## src/rtl/wb_stage.sv

```systemverilog
// Writeback stage: merges execute results and in-order load responses onto the regfile write port.
// Optional performance counters are enabled by defining WB_PERF_EN.
module wb_stage #(
    parameter int LDQ_DEPTH = 2,
    parameter int XLEN      = 32
) (
    input  logic            clk,
    input  logic            rst,
    input  logic            ex_valid,
    output logic            ex_ready,
    input  logic [4:0]      ex_rd,
    input  logic [XLEN-1:0] ex_result,
    input  logic            ld_issue_valid,
    output logic            ld_issue_ready,
    input  logic [4:0]      ld_issue_rd,
    input  logic [2:0]      ld_funct3,
    input  logic [1:0]      ld_addr_lo,
    input  logic            mem_rsp_valid,
    input  logic [XLEN-1:0] mem_rsp_data,
    output logic            write,
    output logic [4:0]      writeReg,
    output logic [XLEN-1:0] writeData,
    output logic [31:0]     pending_mask,
    output logic            rsp_err
`ifdef WB_PERF_EN
    ,
    output logic [31:0]     perf_wr_cnt,
    output logic [31:0]     perf_coll_cnt
`endif
);

    localparam int PW = $clog2(LDQ_DEPTH);
    localparam logic [PW-1:0] PTR_ONE = 1;

    logic [4:0]           ldq_rd_q  [LDQ_DEPTH];
    logic [2:0]           ldq_f3_q  [LDQ_DEPTH];
    logic [1:0]           ldq_lo_q  [LDQ_DEPTH];
    logic [LDQ_DEPTH-1:0] ldq_vld_q, ldq_vld_d;
    logic [PW-1:0]        wr_ptr_q, rd_ptr_q;

    logic                 skid_vld_q;
    logic [4:0]           skid_rd_q;
    logic [XLEN-1:0]      skid_data_q;

    logic                 write_q, write_d;
    logic [4:0]           wreg_q, wreg_d;
    logic [XLEN-1:0]      wdata_q, wdata_d;
    logic                 rsp_err_q;

    logic ldq_full, ldq_empty;
    logic ld_push, ld_pop, ex_xfer, skid_fill, skid_drain;
    logic [XLEN-1:0] ld_data, rsp_shift;
    logic [7:0]      rsp_byte;
    logic [15:0]     rsp_half;
    logic [4:0]      head_rd;
    logic [2:0]      head_f3;
    logic [1:0]      head_lo;

    // Circular FIFO: the slot under wr_ptr is occupied only when full, the slot under rd_ptr only when non-empty.
    assign ldq_full  = ldq_vld_q[wr_ptr_q];
    assign ldq_empty = !ldq_vld_q[rd_ptr_q];

    assign ex_ready       = !skid_vld_q;
    assign ld_issue_ready = !ldq_full;

    assign ld_push    = ld_issue_valid && !ldq_full;
    assign ld_pop     = mem_rsp_valid && !ldq_empty;
    assign ex_xfer    = ex_valid && ex_ready;
    assign skid_fill  = ex_xfer && ld_pop;
    assign skid_drain = skid_vld_q && !ld_pop;

    assign head_rd = ldq_rd_q[rd_ptr_q];
    assign head_f3 = ldq_f3_q[rd_ptr_q];
    assign head_lo = ldq_lo_q[rd_ptr_q];

    assign rsp_shift = mem_rsp_data >> {head_lo, 3'b000};
    assign rsp_byte  = rsp_shift[7:0];
    assign rsp_half  = head_lo[1] ? mem_rsp_data[31:16] : mem_rsp_data[15:0];

    always_comb begin
        ld_data = mem_rsp_data;
        case (head_f3)
            3'b000:  ld_data = {{(XLEN-8){rsp_byte[7]}}, rsp_byte};
            3'b100:  ld_data = {{(XLEN-8){1'b0}}, rsp_byte};
            3'b001:  ld_data = {{(XLEN-16){rsp_half[15]}}, rsp_half};
            3'b101:  ld_data = {{(XLEN-16){1'b0}}, rsp_half};
            default: ld_data = mem_rsp_data;
        endcase
    end

    always_comb begin
        ldq_vld_d = ldq_vld_q;
        if (ld_push) ldq_vld_d[wr_ptr_q] = 1'b1;
        if (ld_pop)  ldq_vld_d[rd_ptr_q] = 1'b0;
    end

    // Priority: load response, then skid entry, then a fresh execute transfer.
    always_comb begin
        write_d = 1'b0;
        wreg_d  = wreg_q;
        wdata_d = wdata_q;
        if (ld_pop) begin
            if (head_rd != 5'd0) begin
                write_d = 1'b1;
                wreg_d  = head_rd;
                wdata_d = ld_data;
            end
        end else if (skid_vld_q) begin
            if (skid_rd_q != 5'd0) begin
                write_d = 1'b1;
                wreg_d  = skid_rd_q;
                wdata_d = skid_data_q;
            end
        end else if (ex_xfer) begin
            if (ex_rd != 5'd0) begin
                write_d = 1'b1;
                wreg_d  = ex_rd;
                wdata_d = ex_result;
            end
        end
    end

    always_ff @(posedge clk) begin
        if (rst) begin
            ldq_vld_q   <= '0;
            wr_ptr_q    <= '0;
            rd_ptr_q    <= '0;
            skid_vld_q  <= 1'b0;
            skid_rd_q   <= '0;
            skid_data_q <= '0;
            write_q     <= 1'b0;
            wreg_q      <= '0;
            wdata_q     <= '0;
            rsp_err_q   <= 1'b0;
        end else begin
            ldq_vld_q <= ldq_vld_d;
            if (ld_push) begin
                ldq_rd_q[wr_ptr_q] <= ld_issue_rd;
                ldq_f3_q[wr_ptr_q] <= ld_funct3;
                ldq_lo_q[wr_ptr_q] <= ld_addr_lo;
                wr_ptr_q           <= wr_ptr_q + PTR_ONE;
            end
            if (ld_pop) rd_ptr_q <= rd_ptr_q + PTR_ONE;
            if (skid_fill) begin
                skid_vld_q  <= 1'b1;
                skid_rd_q   <= ex_rd;
                skid_data_q <= ex_result;
            end else if (skid_drain) begin
                skid_vld_q <= 1'b0;
            end
            write_q <= write_d;
            wreg_q  <= wreg_d;
            wdata_q <= wdata_d;
            if (mem_rsp_valid && ldq_empty) rsp_err_q <= 1'b1;
        end
    end

    always_comb begin
        pending_mask = '0;
        for (int i = 0; i < LDQ_DEPTH; i++) begin
            if (ldq_vld_q[i]) pending_mask[ldq_rd_q[i]] = 1'b1;
        end
        pending_mask[0] = 1'b0;
    end

    assign write     = write_q;
    assign writeReg  = wreg_q;
    assign writeData = wdata_q;
    assign rsp_err   = rsp_err_q;

`ifdef WB_PERF_EN
    logic [31:0] perf_wr_q, perf_coll_q;

    always_ff @(posedge clk) begin
        if (rst) begin
            perf_wr_q   <= '0;
            perf_coll_q <= '0;
        end else begin
            if (write_q)   perf_wr_q   <= perf_wr_q + 32'd1;
            if (skid_fill) perf_coll_q <= perf_coll_q + 32'd1;
        end
    end

    assign perf_wr_cnt   = perf_wr_q;
    assign perf_coll_cnt = perf_coll_q;
`endif

endmodule

```

## config.mk

```make
export PLATFORM = sky130hd
export DESIGN_NAME = wb_stage
export DESIGN_NICKNAME = d
export VERILOG_FILES = /design/src/rtl/wb_stage.sv
export SDC_FILE = /design/constraint.sdc
export NUM_CORES = 1
export LEC_CHECK = 0
export CORE_UTILIZATION = 43
export DETAILED_ROUTE_END_ITERATION = 8
export GPL_TIMING_DRIVEN = 1
export PLACE_DENSITY = 0.77
export SLEW_MARGIN = 20
export SYNTH_ARGS = -nofsm -noshare
export SYNTH_HDL_FRONTEND = slang
export SYNTH_SLANG_ARGS = --single-unit
```

## constraint.sdc

```tcl
create_clock -name clk -period 2.6 [get_ports clk]
set_input_delay 0.78 -clock clk [delete_from_list [all_inputs] [get_ports clk]]
set_output_delay 0.78 -clock clk [all_outputs]
set_load 0.05 [all_outputs]
```

== After elaboration in Yosys (flattened, before gate mapping) ==
Memories as Yosys holds them, arrays and structs flattened. A register that Yosys moved wholly into a read port is not among the register bits.
Cells that the tools add are included.

* Register bits: 81
* Bits in writable memories: 20
* Bits of input ports: 84
* Output and inout port bits: 73
* Logic and storage cells: 102
* Memories: 3

{| class="wikitable"
|+ Memory list
! name !! depth !! width !! read ports !! clocked after memory_dff !! write ports !! line !! RTL
|-
| ldq_rd_q || 2 || 5 || 3 || 1 || 1 || 35 || <nowiki>logic [4:0] ldq_rd_q [LDQ_DEPTH];</nowiki>
|-
| ldq_f3_q || 2 || 3 || 1 || 1 || 1 || 36 || <nowiki>logic [2:0] ldq_f3_q [LDQ_DEPTH];</nowiki>
|-
| ldq_lo_q || 2 || 2 || 1 || 1 || 1 || 37 || <nowiki>logic [1:0] ldq_lo_q [LDQ_DEPTH];</nowiki>
|}

* Add/subtract/negate cells: 2
* $lt $le $gt $ge: 8
* Equal/unequal tests: 5
* Shift-type cells: 1
* Muxes and demuxes: 47
* Bitwise operators: 4
* Reduce and logical (&&, ||, !) cells: 22

{| class="wikitable"
|+ Operators by type and width
! cell !! number
|-
| $mux W32 || 8
|-
| $pmux W32 S4 || 1
|-
| $or A32 B32 Y32 || 1
|-
| $shr A32 B5 Y8 || 1
|-
| $mux W5 || 6
|-
| $mux W1 || 25
|-
| $mux W16 || 1
|-
| $reduce_bool A5 Y1 || 3
|-
| $lt A5 B6 Y1 const B || 2
|-
| $demux W1 S5 || 2
|-
| $ge A5 B1 Y1 const B || 2
|-
| $logic_and A1 B1 Y1 || 10
|-
| $eq A3 B3 Y1 const B || 2
|-
| $reduce_bool A3 Y1 || 2
|-
| $logic_not A1 Y1 || 4
|-
| $lt A1 B2 Y1 const B || 2
|-
| $mux W2 || 2
|-
| $reduce_and A4 Y1 || 1
|-
| $eq A3 B1 Y1 const B || 1
|-
| $logic_not A3 Y1 || 1
|-
| $ne A3 B1 Y1 const B || 1
|-
| $add A1 B1 Y1 const B || 2
|-
| $and A2 B2 Y2 || 1
|-
| $demux W1 S1 || 2
|-
| other kinds (5) || 6
|}

== Depth between registers and ports, before layout ==
Gate-level depths: netlist (run 1).

* Depth in word-level cells: 8
* Gate-level depth with buffers: 9
* Depth with buffers taken out: 5

== Worst setup path before layout (run 1) ==
Ideal clock, no wire load.

* Path kind: register -> output
* Start: register ldq_vld_q[0]
* End: output port pending_mask[12]
* Arrival time: 1.973 ns
* Required time: 1.820 ns
* Setup slack: -0.153 ns
* Cell stages (with the launch flop): 5
* Path buffers: 2
* Cells stage by stage: dfxtp_1 clkbuf_1 or3b_2 clkbuf_1 o22ai_1

* Longest elaborated chain between the ends: 3

{| class="wikitable"
|+ Ends and longest elaborated chain
! item !! line !! RTL
|-
| start, declared || 38 || <nowiki>logic [LDQ_DEPTH-1:0] ldq_vld_q, ldq_vld_d;</nowiki>
|-
| start signal, assigned || 136 || <nowiki>ldq_vld_q <= ldq_vld_d;</nowiki>
|-
| $mux W32 (*) || 161 || <nowiki>if (ldq_vld_q[i]) pending_mask[ldq_rd_q[i]] = 1'b1;</nowiki>
|-
| $or A32 B32 Y32 (no line) || -- ||
|-
| $mux W32 (*) || 161 ||
|-
| end, declared || 23 || <nowiki>output logic [31:0] pending_mask,</nowiki>
|}

Mark *: on every way between the ends. The rest lies on a longest branch, timed or not.

==> impl_metrics.csv, run 1 <==
group,metric,value,unit
global_routing,grt_pass1_vias,5227,
finish,fillCellCount,948,
critical_path,cp-startpoint,"ldq_rd_q[0][1]",
logic_synthesis,synth_top_family_by_area,"compound AO/OA/AOI/OAI gates",
cts,clock_path_buffers,2,
sta,timing.final.ws_setup,-0.0148,ns
logic_synthesis,yosys-top-cells-count,"a21oi_1, dfxtp_1, nand2_1",
power_and_ir_drop,p_per_area,530,mW/mm^2
global_routing,grt_pass1_wl,26800,um
global_routing,grt_busiest_layer,"met2",
logic_synthesis,synth_adder_area_share,0,%
global_routing,antenna_found_initial,0,
logic_synthesis,synth_compound_area_share,23.1,%
cts,root_buffer,"clkbuf_16",
floorplan,die_x,113,um
critical_path,reg2reg_slack,0.18,ns
logic_synthesis,syn-num-nets,685,
sta,rsz0062_at_grt,"yes",
finish,final_area,0.00788,mm^2
global_routing,grt_usage,26.7,%
finish,num_antenna_cells,0,
sta,fin_tns_setup,-0.0277,ns
hold_path,min_from,"skid_data_q[4]",
logic_synthesis,postSynth.asyncResetShare,0,%
critical_path,start_kind,"flip-flop",
logic_synthesis,synth-simple-area-share,17.6,%
global_routing,grt_overflow_total,0,
finish,area_delta_synth_final,48.4,%
critical_path,worst_setup_path_end_kind,"output port",
critical_path,reg2regPathDepth,5,
placement,dpl_cell_area,0.00737,mm^2
sta,tightestPinTransition,0.712,ns
logic_synthesis,yosys-top-cells-area,"dfxtp_1, edfxtp_1, mux2i_1",
power_and_ir_drop,power_frac_comb,26.4,%
hold_path,hold_depth,2,
logic_synthesis,synth_flop_cell,"dfxtp_1",
cts,clk_latency,0.35,ns
drt,wirelength,17400,um
critical_path,critPathMaxFanout,7,
critical_path,cp-endpoint,"pending_mask[12]",
drt,viasPerCell,5.83,
hold_path,worstHoldPathType,"reg2reg",
floorplan,fp.coreArea,0.0120,mm^2
logic_synthesis,yosysWarnings,0,
sta,fin_skew,0.0105,ns
floorplan,die-area,0.0128,mm^2
power_and_ir_drop,switching_share,32.0,%
logic_synthesis,yosysMostFrequentCell,"a21oi_1",
drt,first_pass_iters,5,
sta,post-route-period-util,101,%
logic_synthesis,avgSynthCellArea,8.84,um^2
cts,cts-htree-levels,3,
power_and_ir_drop,total_power,0.00418,W
critical_path,worstPathArrival,1.83,ns
critical_path,required,1.82,ns
floorplan,start_util,44.2,%
cts,numCtsBuffers,9,
sta,hold_violations,0,
sta,setup_violations,2,
floorplan,fp-row-count,40,
finish,final_nets,837,
global_routing,grt_use_met2,47.9,%
placement,dpl.hpwl,12600,um
logic_synthesis,synth-xor-area-share,0,%
cts,clk_pin_slew,0.07,ns
logic_synthesis,synth_seq_area_share,42.2,%
logic_synthesis,muxShareOfSynthArea,11.2,%
power_and_ir_drop,switchingPower,0.00134,W
finish,multiInputGateArea,0.00291,mm^2
placement,place_congestion,0.879,
logic_synthesis,synth.largest_area_cell,"dfxtp_1",
cts,cts_tree,"yes",
outcome,violations,"negative setup slack",
drt,ant_nets,0,
logic_synthesis,ys_types,47,
critical_path,r2r_end,"writeData[13]",
drt,drt-initial-drc-count,541,
global_routing,met3_usage,6.59,%
sta,min_period,2.61,ns
finish,drive_gt1_share,18.3,%
cts,clock_sinks,102,
logic_synthesis,synthCells,601,
critical_path,crit_chain,"or3b_4 -> o22ai_1 -> buf_12",
logic_synthesis,synth_top_area_share,30.9,%
finish,regArea,0.00224,mm^2
sta,slew-limit-headroom,52.6,%
power_and_ir_drop,pwr-share-clk,30.8,%
sta,maxSlewViolCount,0,
logic_synthesis,ys_ff_latch,102,
global_routing,grt_start_max_net_pins,49,
power_and_ir_drop,p_seq_share,42.9,%
drt,vias,5273,
logic_synthesis,netlist_area,0.00531,mm^2
drt,wl_per_cell,19.2,um
outcome,outcome,"finished with violations",
critical_path,slowest_delay,0.53,ns
floorplan,io_pins,157,
critical_path,worst-setup-path-type,"reg2out",
power_and_ir_drop,leakage,2.70,nW
flow_run,drv_cap,0,
drt,drc,0,
critical_path,cp_slowest_cell,"or3b_4",
placement,portBuffers,155,
logic_synthesis,synth-edff-count,20,
sta,max_freq,382,MHz
floorplan,die_h,113,um
global_routing,met1_usage,31.5,%
power_and_ir_drop,vdd.ir_drop.worst,0.287,mV
power_and_ir_drop,internal-power,0.00284,W
sequential cells by signal, summed over array words and instances, names as in the netlist, 2 cells and up, named ones only:
signal	flops
writeData	32
ldq_f3_q	6
skid_rd_q	5
skid_data_q	32
writeReg	5
ldq_rd_q	10
ldq_lo_q	4
ldq_vld_q	2
area by class of cell:
class                   instances  share of cell area (%)
flip-flops and latches        102                    28.5
multi-input cells             429                    36.9
clock inverters                 7                   0.714
clock buffers                   9                    2.86
inverters                      17                   0.810
well taps                     147                    2.33
repair buffers                194                    27.9
placed cells by master, fill, tap and decap left out, types with 6 or more instances in the layout:
master / count
dfxtp_1: 81
a22o_1: 7
a21oi_1: 87
nand3b_1: 10
nand3_1: 11
o221ai_1: 7
buf_4: 36
nor3_1: 8
nor2_1: 20
o32ai_1: 7
buf_12: 35
o221a_1: 10
nand2_1: 82
or3b_4: 6
edfxtp_1: 20
mux2i_1: 55
clkbuf_16: 9
o221a_2: 14
inv_1: 17
clkdlybuf4s50_1: 122
o21ai_0: 9
o22ai_1: 22
and2_1: 17
o22ai_2: 14
timing repair:
action,in CTS,in global routing
resized for setup,15,11
hold buffers,0,0
pin swaps,1,0
endpoints found under the setup margin,18,27
buffers inserted,5,7
gates cloned,0,0
routing by layer:
| layer | vias up | routed length (um) |
|---|---|---|
| li1 | 2516 | - |
| met1 | 2507 | 7160 |
| met2 | 219 | 8680 |
| met3 | 31 | 1230 |
| met4 | 0 | 342 |
| met5 | - | 0 |
kinds of logic after synthesis:
kind of cell           Yosys count
AOI/OAI and AO/OA              186
buffers and inverters           70
DFF                            102
muxes                           59
other                            1
and+or+nand+nor                183
critical path: cells and delay by family, from the launching register on:
family / cells / cell delay, ns
compound gates: 1 / 0.29
buf+inv: 1 / 0.18
simple gates: 1 / 0.53
flops: 1 / 0.48
metrics by stage:
step / setup WS [ns] / hold slack, ns / utilization (%) / cells
global placement: 0.0761 / 0.441 / 61.4 / 877
finish: -0.0148 / 0.457 / 65.6 / 905
floorplan: -0.153 / 0.436 / - / 601
CTS: -0.0634 / 0.459 / 64.7 / 898
global route: -0.0471 / 0.473 / 65.6 / 905
detailed placement: 0.0249 / 0.449 / 61.4 / 877
power groups by stage:
stage,logic (W),clock network (W),registers [W]
floorplan,0.000409,0,0.00203
global placement,0.00105,0,0.00182
detailed placement,0.00107,0,0.00183
CTS,0.00109,0.00130,0.00179
global route,0.00116,0.00137,0.00180
finish,0.00110,0.00128,0.00179
worst min path at each step:
| stage | end |
|---|---|
| 6_report | skid_data_q[4] |
| 5_1_grt | skid_data_q[19] |
| 4_1_cts | skid_data_q[4] |
| 3_5_place_dp | skid_data_q[4] |
| 3_3_place_gp | skid_data_q[6] |
| 2_1_floorplan | skid_data_q[0] |
Note: power is estimated with default switching activity, not from simulation.
==> inputs of run 2 (changes only) <==
--- a/config.mk
+++ b/config.mk
@@ -5,7 +5,7 @@
 export SDC_FILE = /design/constraint.sdc
 export NUM_CORES = 1
 export LEC_CHECK = 0
-export CORE_UTILIZATION = 43
+export CORE_UTILIZATION = 45
 export DETAILED_ROUTE_END_ITERATION = 8
 export GPL_TIMING_DRIVEN = 1
 export PLACE_DENSITY = 0.77
==> constraint.sdc (replaced) <==
create_clock -name clk -period 3 [get_ports clk]
set_input_delay 0.9 -clock clk [delete_from_list [all_inputs] [get_ports clk]]
set_output_delay 0.9 -clock clk [all_outputs]
set_load 0.05 [all_outputs]
==> impl_metrics.csv, run 2 (synthesized netlist as in run 1, its figures left out) <==
group,metric,value,unit
outcome,outcome,"finished clean",
critical_path,required,2.10,ns
drt,ant_nets,0,
hold_path,hold_depth,2,
hold_path,worstHoldPathType,"reg2reg",
critical_path,crit_chain,"or3b_2 -> o22ai_1 -> buf_12",
critical_path,r2r_end,"writeData[21]",
cts,cts-htree-levels,3,
global_routing,antenna_found_initial,0,
finish,final_cell_mix,"clkdlybuf4s50_1, a21oi_1, nand2_1, dfxtp_1, mux2i_1",
power_and_ir_drop,leakage,2.53,nW
critical_path,reg2reg_slack,0.56,ns
finish,drive_gt1_share,13.2,%
floorplan,fp-row-count,39,
cts,root_buffer,"clkbuf_16",
placement,dpl.hpwl,11900,um
sta,post-route-period-util,96.4,%
hold_path,min_from,"skid_data_q[31]",
critical_path,slowest_delay,0.58,ns
cts,clock_path_buffers,2,
drt,vias,5188,
drt,first_pass_iters,5,
cts,cts_hold_repair.buffers,0,
cts,post-cts-setup-buffers,0,
global_routing,grt_overflow_total,0,
floorplan,die_h,111,um
floorplan,start_util,46.3,%
cts,clk_pin_slew,0.07,ns
sta,setup_violations,0,
sta,tightestPinTransition,0.823,ns
cts,cts_tree,"yes",
sta,timing.final.ws_setup,0.109,ns
global_routing,grt_pass1_wl,26200,um
drt,viasPerCell,5.90,
critical_path,worstPathArrival,1.99,ns
power_and_ir_drop,p_per_area,493,mW/mm^2
global_routing,grt_start_max_net_pins,90,
flow_run,drv_cap,0,
sta,slew-limit-headroom,45.1,%
floorplan,io_pins,157,
floorplan,die-area,0.0122,mm^2
critical_path,worst-setup-path-type,"reg2out",
placement,portBuffers,155,
sta,fin_tns_setup,0,ns
sta,hold_violations,0,
cts,clock_sinks,102,
sta,min_period,2.89,ns
placement,place_inst,864,
critical_path,start_kind,"flip-flop",
drt,drc,0,
sta,max_freq,346,MHz
floorplan,die_x,111,um
global_routing,grt_pass1_vias,5064,
cts,clk_latency,0.35,ns
floorplan,fp.coreArea,0.0115,mm^2
global_routing,grt_usage,26.8,%
finish,final_cells,880,
placement,place_congestion,0.903,
placement,place_ws,0.135,ns
critical_path,reg2regPathDepth,5,
finish,final_common_cell,"clkdlybuf4s50_1",
sta,maxSlewViolCount,0,
sta,fin_skew,0.00611,ns
drt,wirelength,16300,um
power_and_ir_drop,vdd.ir_drop.worst,0.384,mV
hold_path,holdPathEnd,"skid_data_q[31]",
finish,area_delta_synth_final,38.2,%
cts,cts-resized-gates,0,
critical_path,critPathMaxFanout,11,
finish,final_nets,816,
finish,fillCellCount,929,
finish,num_antenna_cells,0,
drt,wl_per_cell,18.5,um
critical_path,cp_slowest_cell,"or3b_2",
critical_path,worst_setup_path_end_kind,"output port",
drt,drt-initial-drc-count,388,
cts,numCtsBuffers,9,
sta,rsz0062_at_grt,"no",
-- run 2: per-layer routing --
| metal | track usage [%] | vias to the layer above | part of all wire [%] |
|---|---|---|---|
| li1 | - | 2475 | - |
| met1 | 32.4 | 2435 | 42 |
| met2 | 44.8 | 240 | 47 |
| met3 | 8.23 | 38 | 8.3 |
| met4 | 9.60 | 0 | 2.6 |
| met5 | 0 | - | 0 |
-- run 2: cell type report --
| type | instances | area, um^2 | share of cell area (%) |
|---|---|---|---|
| clock buffer | 10 | 229 | 3.12 |
| tap | 143 | 179 | 2.44 |
| timing repair buffer | 173 | 1790 | 24.4 |
| sequential | 102 | 2240 | 30.6 |
| multi-input combinational | 429 | 2770 | 37.8 |
| clock inverter | 6 | 62.6 | 0.852 |
| inverter | 17 | 63.8 | 0.869 |
-- run 2: critical path, delay by kind of cell, from the launching register on --
family / cells / cell delay [ns]
and+or+nand+nor: 1 / 0.58
DFF: 1 / 0.53
AOI/OAI and AO/OA: 1 / 0.34
buffers and inverters: 1 / 0.19
-- run 2: worst max-delay path by stage --
stage / start / end / slack, ns / cells past startpoint
final: ldq_vld_q[0] / pending_mask[4] / 0.11 / 3
after global routing: ldq_vld_q[0] / pending_mask[24] / 0.04 / 3
after CTS: ldq_rd_q[0][2] / pending_mask[10] / 0.13 / 3
after detailed placement: mem_rsp_valid / skid_data_q[24] / 0.13 / 7
after global placement: mem_rsp_valid / writeData[11] / 0.22 / 5
after floorplan: ldq_vld_q[0] / pending_mask[12] / 0.13 / 4
-- run 2: report_power, final --
| part | total, W | internal [W] | switching (W) |
|---|---|---|---|
| registers | 0.00156 | 0.00149 | 0.0000687 |
| clock network | 0.00116 | 0.000644 | 0.000512 |
| logic | 0.000909 | 0.000376 | 0.000533 |
-- run 2: through the flow --
stage / hold slack [ns] / utilization (%) / instance area, um^2 / total power, W
after floorplan: 0.436 / - / 5310 / 0.00211
after CTS: 0.456 / 64.0 / 7340 / 0.00363
after detailed placement: 0.447 / 61.5 / 7050 / 0.00249
final: 0.456 / 64.0 / 7340 / 0.00362
after global placement: 0.441 / 61.5 / 7050 / 0.00247
after global routing: 0.482 / 64.0 / 7340 / 0.00376
==> inputs of run 3 (changes only) <==
--- a/config.mk
+++ b/config.mk
@@ -5,11 +5,11 @@
 export SDC_FILE = /design/constraint.sdc
 export NUM_CORES = 1
 export LEC_CHECK = 0
-export CORE_UTILIZATION = 45
+export CORE_UTILIZATION = 43
 export DETAILED_ROUTE_END_ITERATION = 8
 export GPL_TIMING_DRIVEN = 1
 export PLACE_DENSITY = 0.77
-export SLEW_MARGIN = 20
+export SLEW_MARGIN = 10
 export SYNTH_ARGS = -nofsm -noshare
 export SYNTH_HDL_FRONTEND = slang
 export SYNTH_SLANG_ARGS = --single-unit
==> constraint.sdc (replaced) <==
create_clock -name clk -period 2.52 [get_ports clk]
set_input_delay 0.756 -clock clk [delete_from_list [all_inputs] [get_ports clk]]
set_output_delay 0.756 -clock clk [all_outputs]
set_load 0.05 [all_outputs]
==> impl_metrics.csv, run 3 (synthesized netlist as in run 1, its figures left out) <==
group,metric,value,unit
sta,min_period,2.57,ns
floorplan,fp.coreArea,0.0120,mm^2
finish,final_area,0.00807,mm^2
floorplan,die_h,113,um
critical_path,start_kind,"flip-flop",
finish,fillCellCount,928,
critical_path,rr_startpoint,"ldq_rd_q[1][3]",
placement,place_congestion,0.926,
cts,cts_tree,"yes",
drt,drc,0,
sta,tightestPinTransition,0.582,ns
placement,dpl.hpwl,12500,um
critical_path,cp-endpoint,"pending_mask[20]",
sta,hold_violations,0,
sta,slew-limit-headroom,61.1,%
global_routing,grt_pass1_wl,26800,um
critical_path,slowest_delay,0.55,ns
critical_path,crit_chain,"or3b_4 -> o22ai_2 -> buf_12",
cts,clock_path_buffers,2,
critical_path,cp-startpoint,"ldq_rd_q[0][1]",
placement,dpl_cell_area,0.00747,mm^2
global_routing,grt_overflow_total,0,
floorplan,die-area,0.0128,mm^2
sta,post-route-period-util,102,%
cts,clk_latency,0.35,ns
sta,timing.final.ws_setup,-0.0482,ns
drt,vias,5369,
cts,root_buffer,"clkbuf_16",
power_and_ir_drop,total_power,0.00440,W
critical_path,cp_slowest_cell,"or3b_4",
floorplan,die_x,113,um
sta,setup_violations,14,
sta,rsz0062_at_grt,"yes",
critical_path,r2r_end,"writeData[12]",
floorplan,io_pins,157,
finish,final_cell_mix,"clkdlybuf4s50_1, a21oi_1, nand2_1, dfxtp_1, mux2i_1",
critical_path,critPathMaxFanout,7,
floorplan,start_util,44.2,%
cts,clk_pin_slew,0.08,ns
drt,drt-initial-drc-count,501,
sta,fin_tns_setup,-0.235,ns
outcome,outcome,"finished with violations",
global_routing,grt_pass1_vias,5409,
power_and_ir_drop,leakage,2.75,nW
global_routing,grt_usage,26.6,%
drt,ant_nets,0,
critical_path,worstPathArrival,1.81,ns
global_routing,antenna_found_initial,0,
power_and_ir_drop,vdd.ir_drop.worst,0.287,mV
cts,clock_sinks,102,
outcome,violations,"negative setup slack",
floorplan,fp-row-count,40,
power_and_ir_drop,p_per_area,545,mW/mm^2
critical_path,reg2reg_slack,0.15,ns
finish,area_delta_synth_final,52.0,%
critical_path,worst-path-buf-inv,1,
placement,portBuffers,155,
finish,num_antenna_cells,0,
sta,max_freq,389,MHz
drt,wl_per_cell,19.0,um
critical_path,reg2regPathDepth,7,
drt,first_pass_iters,6,
sta,fin_skew,0.0152,ns
critical_path,worst_setup_path_end_kind,"output port",
critical_path,path_delay_family,"simple AND/OR/NAND/NOR gates",
cts,cts-htree-levels,3,
sta,maxSlewViolCount,0,
hold_path,worstHoldPathType,"reg2reg",
critical_path,critical_path_depth,3,
finish,final_common_cell,"clkdlybuf4s50_1",
drt,viasPerCell,5.90,
critical_path,worst-setup-path-type,"reg2out",
finish,drive_gt1_share,20.4,%
drt,wirelength,17300,um
finish,final_nets,842,
critical_path,required,1.76,ns
cts,numCtsBuffers,9,
global_routing,grt_start_max_net_pins,83,
flow_run,drv_cap,0,
[run 3: final cells by class]
cell class | count | area (um^2) | share of cell area, %
multi-input cells | 429 | 3020 | 37.4
repair buffers | 199 | 2260 | 28.0
flip-flops and latches | 102 | 2240 | 27.8
clock buffers | 11 | 253 | 3.13
well taps | 147 | 184 | 2.28
inverters | 17 | 63.8 | 0.791
clock inverters | 5 | 46.3 | 0.574
[run 3: metal layers]
metal  wire (um)  share of wire (%)  track usage [%]
met3        1470                8.5             6.91
met2        8370                 48             46.0
met5           0                  0                0
met1        6850                 40             30.6
met4         589                3.4             12.7
[run 3: worst min path at each step]
| stage | startpoint | cells after the start | slack (ns) | end |
|---|---|---|---|---|
| CTS | skid_data_q[1] | 2 | 0.46 | skid_data_q[1] |
| global placement | skid_data_q[3] | 2 | 0.44 | skid_data_q[3] |
| floorplan | skid_data_q[0] | 2 | 0.44 | skid_data_q[0] |
| detailed placement | skid_data_q[14] | 2 | 0.45 | skid_data_q[14] |
| global route | skid_data_q[1] | 2 | 0.47 | skid_data_q[1] |
| finish | skid_data_q[16] | 2 | 0.46 | skid_data_q[16] |
[run 3: worst reg2reg max path: stages (launching register included)]
cell and delay, ns:
edfxtp_1 0.45, or3_4 0.46, or4b_4 0.56, nand3_4 0.11, buf_4 0.16, nand2_2 0.08
buf_12 0.17, o221a_2 0.28
[run 3: metrics by stage]
step           hold slack, ns  std cells  worst slack (ns)  utilization, %
6_report                0.458        910           -0.0482            67.2
3_3_place_gp            0.441        880            0.0190            62.2
5_1_grt                 0.472        910           -0.0917            67.2
2_1_floorplan           0.436        601            -0.209               -
3_5_place_dp            0.446        880           -0.0312            62.2
4_1_cts                 0.456        901           -0.0108            65.7
[run 3: where the power goes]
group / total, W / internal [W] / switching [W]
Combinational: 0.00116 / 0.000487 / 0.000671
Sequential: 0.00184 / 0.00177 / 0.0000723
Clock: 0.00140 / 0.000744 / 0.000654
Total: 0.00440 / 0.00300 / 0.00140
[run 3: timing repair]
item	CTS	global route
endpoints found under the setup margin	29	23
setup buffers	5	9
pin swaps	1	5
gates resized for setup	16	18
hold buffers	0	0
